### src/rtl/priority_decoder.sv
// priority_decoder: buffers 3-bit encoded indices in a small FIFO and replays
// each one as a one-hot byte on `out` for HOLD consecutive clock cycles.
// Successive indices are issued back-to-back with no idle gap.
//
// Build option: define PRIORITY_DECODER_FALLTHRU_EN to let an index that
// arrives while the block is idle with an empty FIFO skip the FIFO. It then
// appears on `out` one edge after acceptance instead of two.
module priority_decoder #(
    parameter int unsigned DEPTH = 4,
    parameter int unsigned HOLD  = 2
) (
    input  logic                     clk,
    input  logic                     rst,
    input  logic                     in_valid,
    output logic                     in_ready,
    input  logic [2:0]               in,
    output logic [7:0]               out,
    output logic                     out_valid,
    output logic [$clog2(DEPTH):0]   fifo_count
);

    localparam int unsigned PtrW = $clog2(DEPTH);
    localparam int unsigned CntW = PtrW + 1;

    localparam logic [CntW-1:0] FullCnt  = CntW'(DEPTH);
    localparam logic [3:0]      HoldLoad = 4'(HOLD - 1);

    typedef enum logic [0:0] {
        StIdle,
        StDrive
    } state_e;

    // FIFO storage and bookkeeping
    logic [2:0]      mem_q [DEPTH];
    logic [2:0]      mem_d [DEPTH];
    logic [PtrW-1:0] wr_ptr_q, wr_ptr_d;
    logic [PtrW-1:0] rd_ptr_q, rd_ptr_d;
    logic [CntW-1:0] count_q, count_d;

    // Output FSM state
    state_e          state_q, state_d;
    logic [3:0]      hold_q, hold_d;
    logic [7:0]      out_q, out_d;
    logic            out_valid_q, out_valid_d;

    // Handshake and control strobes
    logic            fifo_empty;
    logic            fifo_full;
    logic            accept;
    logic            bypass;
    logic            push;
    logic            pop;
    logic [2:0]      head;

    assign fifo_empty = (count_q == '0);
    assign fifo_full  = (count_q == FullCnt);

    // Readiness depends only on the registered count. A pop on a full FIFO
    // frees its slot for the next cycle, not this one.
    assign in_ready   = !fifo_full;
    assign accept     = in_valid && in_ready;
    assign head       = mem_q[rd_ptr_q];

`ifdef PRIORITY_DECODER_FALLTHRU_EN
    // An idle block with nothing queued loads the offered index straight into the output stage
    assign bypass = accept && (state_q == StIdle) && fifo_empty;
`else
    assign bypass = 1'b0;
`endif

    assign push = accept && !bypass;

    // Output FSM: choose the next index to show and count down its hold time
    always_comb begin
        state_d     = state_q;
        hold_d      = hold_q;
        out_d       = out_q;
        out_valid_d = out_valid_q;
        pop         = 1'b0;

        unique case (state_q)
            StIdle: begin
                if (!fifo_empty) begin
                    pop         = 1'b1;
                    state_d     = StDrive;
                    out_d       = 8'h01 << head;
                    out_valid_d = 1'b1;
                    hold_d      = HoldLoad;
                end else if (bypass) begin
                    state_d     = StDrive;
                    out_d       = 8'h01 << in;
                    out_valid_d = 1'b1;
                    hold_d      = HoldLoad;
                end
            end

            StDrive: begin
                if (hold_q != '0) begin
                    hold_d = hold_q - 4'd1;
                end else if (!fifo_empty) begin
                    // Reload on the same edge so consecutive indices leave no gap
                    pop         = 1'b1;
                    out_d       = 8'h01 << head;
                    out_valid_d = 1'b1;
                    hold_d      = HoldLoad;
                end else begin
                    state_d     = StIdle;
                    out_d       = 8'h00;
                    out_valid_d = 1'b0;
                end
            end

            default: begin
                state_d     = StIdle;
                out_d       = 8'h00;
                out_valid_d = 1'b0;
                hold_d      = '0;
            end
        endcase
    end

    // FIFO next state: write at wr_ptr, read at rd_ptr, and track occupancy
    always_comb begin
        mem_d    = mem_q;
        wr_ptr_d = wr_ptr_q;
        rd_ptr_d = rd_ptr_q;
        count_d  = count_q;

        if (push) begin
            mem_d[wr_ptr_q] = in;
            wr_ptr_d        = wr_ptr_q + PtrW'(1);
        end
        if (pop) begin
            rd_ptr_d = rd_ptr_q + PtrW'(1);
        end

        unique case ({push, pop})
            2'b10:   count_d = count_q + CntW'(1);
            2'b01:   count_d = count_q - CntW'(1);
            default: count_d = count_q;
        endcase
    end

    // State register; synchronous reset discards anything queued or being driven
    always_ff @(posedge clk) begin
        if (rst) begin
            state_q     <= StIdle;
            hold_q      <= '0;
            out_q       <= 8'h00;
            out_valid_q <= 1'b0;
            wr_ptr_q    <= '0;
            rd_ptr_q    <= '0;
            count_q     <= '0;
            mem_q       <= '{default: '0};
        end else begin
            state_q     <= state_d;
            hold_q      <= hold_d;
            out_q       <= out_d;
            out_valid_q <= out_valid_d;
            wr_ptr_q    <= wr_ptr_d;
            rd_ptr_q    <= rd_ptr_d;
            count_q     <= count_d;
            mem_q       <= mem_d;
        end
    end

    assign out        = out_q;
    assign out_valid  = out_valid_q;
    assign fifo_count = count_q;

    // Output invariants: one-hot while valid, zero while idle, never overfull
    a_onehot_when_valid : assert property (@(posedge clk) disable iff (rst)
        out_valid |-> $onehot(out));
    a_zero_when_idle : assert property (@(posedge clk) disable iff (rst)
        !out_valid |-> (out == 8'h00));
    a_count_bound : assert property (@(posedge clk) disable iff (rst)
        fifo_count <= FullCnt);

endmodule

### config.mk
export PLATFORM = sky130hd
export DESIGN_NAME = priority_decoder
export DESIGN_NICKNAME = d
export VERILOG_FILES = /design/src/rtl/priority_decoder.sv
export SDC_FILE = /design/constraint.sdc
export NUM_CORES = 1
export LEC_CHECK = 0
export CAP_MARGIN = 10
export CORE_MARGIN = 5
export CORE_UTILIZATION = 27
export DETAILED_ROUTE_END_ITERATION = 16
export PLACE_DENSITY_LB_ADDON = 0.12
export SYNTH_ARGS = -nofsm -noshare
export SYNTH_HDL_FRONTEND = slang
export SYNTH_SLANG_ARGS = --single-unit
### constraint.sdc
create_clock -name clk -period 5.3 [get_ports clk]
set_input_delay 0.795 -clock clk [delete_from_list [all_inputs] [get_ports clk]]
set_output_delay 0.795 -clock clk [all_outputs]
set_load 0.005 [all_outputs]
==> results of run 1 <==
## kinds of logic (layout without fill, tap and decap cells)
| logic type | count (synthesis) | in the layout | synth area share (%) |
|---|---|---|---|
| AND/OR/NAND/NOR | 56 | 56 | 17.2 |
| buffers and inverters | 14 | 34 | 3.57 |
| multiplexers | 17 | 17 | 14.7 |
| AO/OA/AOI/OAI | 22 | 22 | 10.7 |
| flip-flops | 33 | 33 | 43.8 |
| XOR/XNOR | 5 | 5 | 2.90 |
| adder cells (fa/ha/maj) | 8 | 8 | 7.13 |
## worst max-delay path, stage by stage (launching register included)
cell     delay [ns]
dfxtp_1        0.33
inv_1          0.08
ha_1           0.17
or3b_4         0.41
a21oi_2        0.24
ha_1           0.22
inv_1          0.06
fa_1           0.37
xor2_1         0.17
or3_1          0.30
a21oi_1        0.14
## flip-flops by register name (all words and copies together) (netlist names)
register and count:
fifo_count 3, out_valid 1, out 8, state_q 1
mem_q 12, rd_ptr_q 2, wr_ptr_q 2, hold_q 4
## layer usage
layer | vias to the layer above | track usage [%]
met1 | 530 | 11.7
met4 | 0 | 3.45
met3 | 5 | 3.73
li1 | 568 | -
met2 | 24 | 15.2
met5 | - | 0
## cells in the final DEF, fill, tap and decap left out, drive strengths merged, types with 5 or more instances in the layout
master / instances
clkdlybuf4s50: 18
nand3: 5
dfxtp: 33
a22oi: 8
ha: 7
nor2: 35
inv: 8
clkbuf: 7
a21oi: 7
mux2i: 13
## how the worst min path moves through the flow
stage,start,to,slack [ns],depth (start not counted)
floorplan,hold_q[0],hold_q[0],0.46,1
global placement,mem_q[9],mem_q[9],0.47,2
detailed placement,mem_q[1],mem_q[1],0.49,2
CTS,mem_q[1],mem_q[1],0.51,2
global route,mem_q[9],mem_q[9],0.52,2
finish,mem_q[6],mem_q[6],0.49,2
## stage by stage
step | power, W | cell area [sq um] | utilization (%) | hold slack [ns]
2_1_floorplan | 0.000616 | 1510 | - | 0.458
3_3_place_gp | 0.000709 | 1760 | 32.1 | 0.472
3_5_place_dp | 0.000719 | 1760 | 32.1 | 0.489
4_1_cts | 0.000912 | 1840 | 33.7 | 0.505
5_1_grt | 0.000979 | 1870 | 34.2 | 0.524
6_report | 0.000897 | 1870 | 34.2 | 0.494
## cell type report
type | count | area [sq um]
Tap cell | 72 | 90.1
Timing Repair Buffer | 19 | 208
Multi-Input combinational cell | 108 | 795
Fill cell | 581 | 3600
Inverter | 8 | 30.0
Sequential cell | 33 | 661
Clock buffer | 7 | 86.3
## where the power goes
group	switching (W)	internal (W)	leakage (nW)
clock network	0.0000847	0.000103	0.0443
registers	0.0000508	0.000295	0.269
logic	0.000191	0.000173	0.444
total	0.000326	0.000571	0.757
==> results.md, run 1 <==
- Status: complete, no violations
- Crit Reg-Reg Startpoint: hold_q[0]
- Number of diodes: 0
- Slew @ Worst Pin: ~0.6 ns
- TNS Setup: 0 ns
- RSZ-0062 raised after global routing: no
- Lkg Pwr: between 0.7 and 0.8 nW
- Final worst slack: roughly 2.7 ns
- Synth warn: 0
- Met2 wire length: 1550 microns
- Peak supply drop: roughly 130 uV
- Yosys cell types: 31
- Crit path to: fifo_count[2]
- Area leader, netlist: dfxtp_1
- Post-DP HPWL: between 2000 and 2500 microns
- Grt ovf: 0
- Synth-to-Final Area Change: 23.9%
- Main flop type after synthesis: dfxtp_1
- Ys async rst share: 0%
- EDFF count, synth: 0
- Clock-pin slew on the worst setup and hold paths: 0.06 ns
- Post-CTS sizing: 0
- Routed len/inst: 12.8 microns
- GPL Wtd Cong: 0.692
- Setup crit start kind: flip-flop
- Uppermost layer routed: met4
- Worst Hold Class: flip-flop to flip-flop
- R2R setup slack: ~2.7 ns
- Worst-Skew Late Latency: around 0.28 ns
- Total track usage: about a tenth
- Max_cap viols: 0
- Pre-CTS WS: 2.47 ns
- Setup CP Type: flip-flop to flip-flop
- Mapped Avg Cell Area: 9.74 sq um
- Final hold violation count: 0
- Row count: 27
- Final cell count without fillers: around 250
- Clk buf depth: 2
- Chip width: ~85 microns
- RR Endpoint: fifo_count[2]
- Initial antenna violation count: 0
- Buffers on Ports: 18
- Critical path launch point: hold_q[0]
- Req. time, crit path: around 5.5 ns
- Routed via count: between 1000 and 1500
- Cell count after synthesis: roughly 160
- Worst setup EP type: flip-flop
- Seq/Total Area, Yosys: roughly 44%
- FF+latch count, synth: 33
- Die height: 84.8 microns
- CTS tree: yes
- H-tree depth reported by CTS: 2
- Peak Freq: between 300 and 400 MHz
- Maximum fanout along the worst path: 4
- Crit path arrival time: 2.78 ns
- Placed insts: 239
- Drt pass-1 iters: 4
- Initial Util: between 20 and 30%
- Pins Over Slew Limit: 0
- Die area: around 7200 sq um
- Synth top cells by count: nor2_1 (35), dfxtp_1 (33), mux2i_1 (12), a22oi_1 (8), inv_1 (8)
- FF-to-FF path depth: 10
- Global-route wire length before repair: 5310 microns
- Core Area: 5470 sq um
- Synth area leaders: dfxtp_1 (44%), nor2_1 (8.7%), mux2i_1 (8.0%)
- Syn Std Cell Area: approximately 1500 sq um
- Met3 WL: approximately 170 microns
- Syn nets: between 150 and 200
- Clock Sinks: 33
- CTS Hold Bufs: 0
- Synth top area share: a little over two fifths
- Final antenna-violating net count: 0
- Mean number of vias per cell: between 4 and 5
- Cell Pwr Density: ~480 nW/um^2
- Layout cells sized above 1: a little under a tenth
- Largest net degree at the start of global routing: 34
- Initial DRC Count: 76
- Top-Level Pins: 19
- WL met1: between 1000 and 1500 microns
- Period utilization: a little under 50%
- Tmin final: 2.57 ns
- Post-CTS Setup Bufs: 0
- # DRC: 0
- Final nets: 189
- Root buffer cell: clkbuf_8
- Cts bufs inserted: 5
- WL final: about 3200 microns
- Number of global-route vias before repair: 1090
- Worst rel slew slack: 58.7%
- Setup-failing EPs final: 0
- Clk_skew: between 0.002 and 0.003 ns
- Most frequent cell after synthesis: nor2_1
(Power assumes the default switching activity.)
==> inputs of run 2 (changes only) <==
Clock period 5.3 ns to 2.4 ns, I/O delays scaled along.
==> run 2 against run 1 <==
Final area is 6.6% higher. Sequential share of layout area is 2.1 points lower. Hold slack gained 0.0081 ns. Utilization increased by 2.2 points. Clock skew increased by 0.0053 ns. Combinational power grew to 2.8 times the previous value. Sequential cell count is the same. First-iteration DRC count fell by 7.9%. Cell count grew 5.3%. Clock power grew 120%. Worst setup slack lost 2.7 ns. Largest cell class unchanged. Highest routed layer unchanged.
==> results.md, run 2 (synthesis results as in run 1) <==
- Slew @ Worst Pin: 0.435 ns (was 0.615 ns)
- Top reg by flops: mem_q (unchanged)
- Cts bufs inserted: 5 (unchanged)
- Number of global-route vias before repair: 1228 (was 1090)
- Worst rel slew slack: 70.8% (was 58.7%)
- Final hold violation count: 0 (unchanged)
- Grt ovf: 0 (unchanged)
- Worst setup EP type: flip-flop (unchanged)
- Root buffer cell: clkbuf_8 (unchanged)
- Fill cell count: 576 (was 581)
- Tot Pwr: 0.00220 W (was 0.000897 W)
- Crit path arrival time: 2.58 ns (was 2.78 ns)
- Row count: 27 (unchanged)
- Chip width: 84.8 microns (unchanged)
- Comb power frac: 47.0% (was 40.6%)
- Worst-Skew Late Latency: 0.28 ns (about the same)
- GPL Wtd Cong: 0.714 (was 0.692)
- Global-route wire length before repair: 5820 microns (was 5310 microns)
- Clk_skew: 0.00792 ns (was 0.00259 ns)
- Clock-pin slew on the worst setup and hold paths: 0.07 ns (was 0.06 ns)
- Post-DP HPWL: 2550 microns (was 2350 microns)
- Pins Over Slew Limit: 0 (unchanged)
- Layout cells sized above 1: 21.3% (was 9.14%)
- CTS tree: yes (unchanged)
- Worst Path Buf+Inv: 2 (unchanged)
- Max stage delay cell, worst path: or3b_4 (unchanged)
- Initial DRC Count: 70 (was 76)
- Clock Sinks: 33 (unchanged)
- Initial Util: 27.6% (unchanged)
- TNS Setup: 0 ns (unchanged)
- Net switching power: 0.000810 W (was 0.000326 W)
- Worst hold margin: 0.502 ns (was 0.494 ns)
- Setup CP Type: flip-flop to flip-flop (unchanged)
- H-tree depth reported by CTS: 2 (unchanged)
- Max_cap viols: 0 (unchanged)
- Max incr delay on CP: 0.39 ns (was 0.41 ns)
- Reg power frac: 34.5% (was 38.5%)
- Largest net degree at the start of global routing: 34 (unchanged)
- Lkg Pwr: 0.815 nW (was 0.757 nW)
- Final nets: 201 (was 189)
- Number of diodes: 0 (unchanged)
- Final antenna-violating net count: 0 (unchanged)
- Final core occ: 36.4% (was 34.2%)
- RSZ-0062 raised after global routing: yes (was no)
- Core Area: 5470 sq um (unchanged)
- Initial antenna violation count: 0 (unchanged)
- Max reg flops: 12 (unchanged)
- Cell Pwr Density: 1100 nW/um^2 (was 480 nW/um^2)
- WL final: 3350 microns (was 3150 microns)
- Period utilization: 98.3% (was 48.5%)
- Clk buf depth: 2 (unchanged)
- Total track usage: 10.2% (was 9.53%)
- Peak Freq: 424 MHz (was 389 MHz)
- Worst Hold Class: flip-flop to flip-flop (unchanged)
- Req. time, crit path: 2.62 ns (was 5.51 ns)
- Switching Fraction: 36.9% (was 36.4%)
- Crit path cell chain: inv_2 > ha_4 > or3b_4 > a21oi_4 > ha_4 > inv_2 > fa_2 > xor2_2 > or3_4 > a21oi_2 (was inv_1 > ha_1 > or3b_4 > a21oi_2 > ha_1 > inv_1 > fa_1 > xor2_1 > or3_1 > a21oi_1)
- CTS Hold Bufs: 0 (unchanged)
- Die area: 7180 sq um (unchanged)
- Top-Level Pins: 19 (unchanged)
- Synth-to-Final Area Change: 32.0% (was 23.9%)
- Most common cell after layout, fill and taps aside: nor2_1 (unchanged)
- Most frequent cells in the layout: nor2_1 (35), dfxtp_1 (32), clkdlybuf4s50_1 (18), buf_4 (13), mux2i_1 (12) (was nor2_1 (35), dfxtp_1 (33), clkdlybuf4s50_1 (18), mux2i_1 (12))
- Kind of cell adding the most delay to the critical path: simple AND/OR/NAND/NOR gates (was adder cells)
- Setup crit start kind: flip-flop (unchanged)
- Routed len/inst: 12.9 microns (was 12.8 microns)
- Die height: 84.8 microns (unchanged)
- Peak supply drop: 320 uV (was 125 uV)
- Setup-failing EPs final: 0 (unchanged)
- Tmin final: 2.36 ns (was 2.57 ns)
- Mean number of vias per cell: 4.54 (was 4.56)
- # DRC: 0 (unchanged)
- Status: complete, no violations (unchanged)
- Routed via count: 1181 (was 1127)
- P_int: 0.00139 W (was 0.000571 W)
- Buffers on Ports: 18 (unchanged)
- Clock network power share: 18.5% (was 20.9%)
- Maximum fanout along the worst path: 3 (was 4)
- Drt pass-1 iters: 4 (unchanged)
==> run 2: tightest hold or removal path, stage by stage (launching register included) <==
cell,delay [ns]
dfxtp_1,0.33
mux2i_1,0.07
nor2_1,0.07
==> run 2: cell type report <==
cell class	instances	area [sq um]	share of cell area (%)
sequential	33	662	33.2
clock inverter	3	17.5	0.879
timing repair buffer	31	278	13.9
clock buffer	5	68.8	3.45
multi-input combinational	108	846	42.5
inverter	8	30.0	1.51
tap	72	90.1	4.52
==> run 2: final timing paths <==
kind | from | to | slack (ns) | depth (start not counted)
setup / recovery | hold_q[1] | fifo_count[2] | 0.04 | 10
hold / removal | mem_q[2] | mem_q[2] | 0.50 | 2
setup reg to reg | hold_q[1] | fifo_count[2] | 0.04 | 10
hold reg to reg | mem_q[2] | mem_q[2] | 0.50 | 2
==> run 2: metrics by stage <==
step                      instances  cell area (sq um)  setup WS, ns
after floorplan                 155               1510        0.0321
after global placement          248               1820        0.0655
after detailed placement        248               1820       -0.0529
after CTS                       258               1950        0.0388
after global routing            260               1990       -0.0527
final                           260               1990        0.0402
==> run 2: routing by layer <==
metal	up-vias	GRT usage (%)	share of wire, %
met5	-	0	0
met4	0	3.45	0.69
met3	2	3.34	3.3
met2	11	18.1	52
met1	573	11.5	44
li1	595	-	-
==> run 2: what timing repair did <==
item | in CTS | in global routing
gates resized for setup | 4 | 9
setup endpoints to repair | 1 | 1
pin swaps | 2 | 6
buffers inserted | 2 | 2
==> run 2: power by group through the flow <==
stage | Sequential [W] | Clock, W | Combinational, W
after floorplan | 0.000755 | 0 | 0.000605
after global placement | 0.000762 | 0 | 0.000886
after detailed placement | 0.000768 | 0 | 0.000912
after CTS | 0.000759 | 0.000424 | 0.000984
after global routing | 0.000778 | 0.000445 | 0.00114
final | 0.000759 | 0.000406 | 0.00103
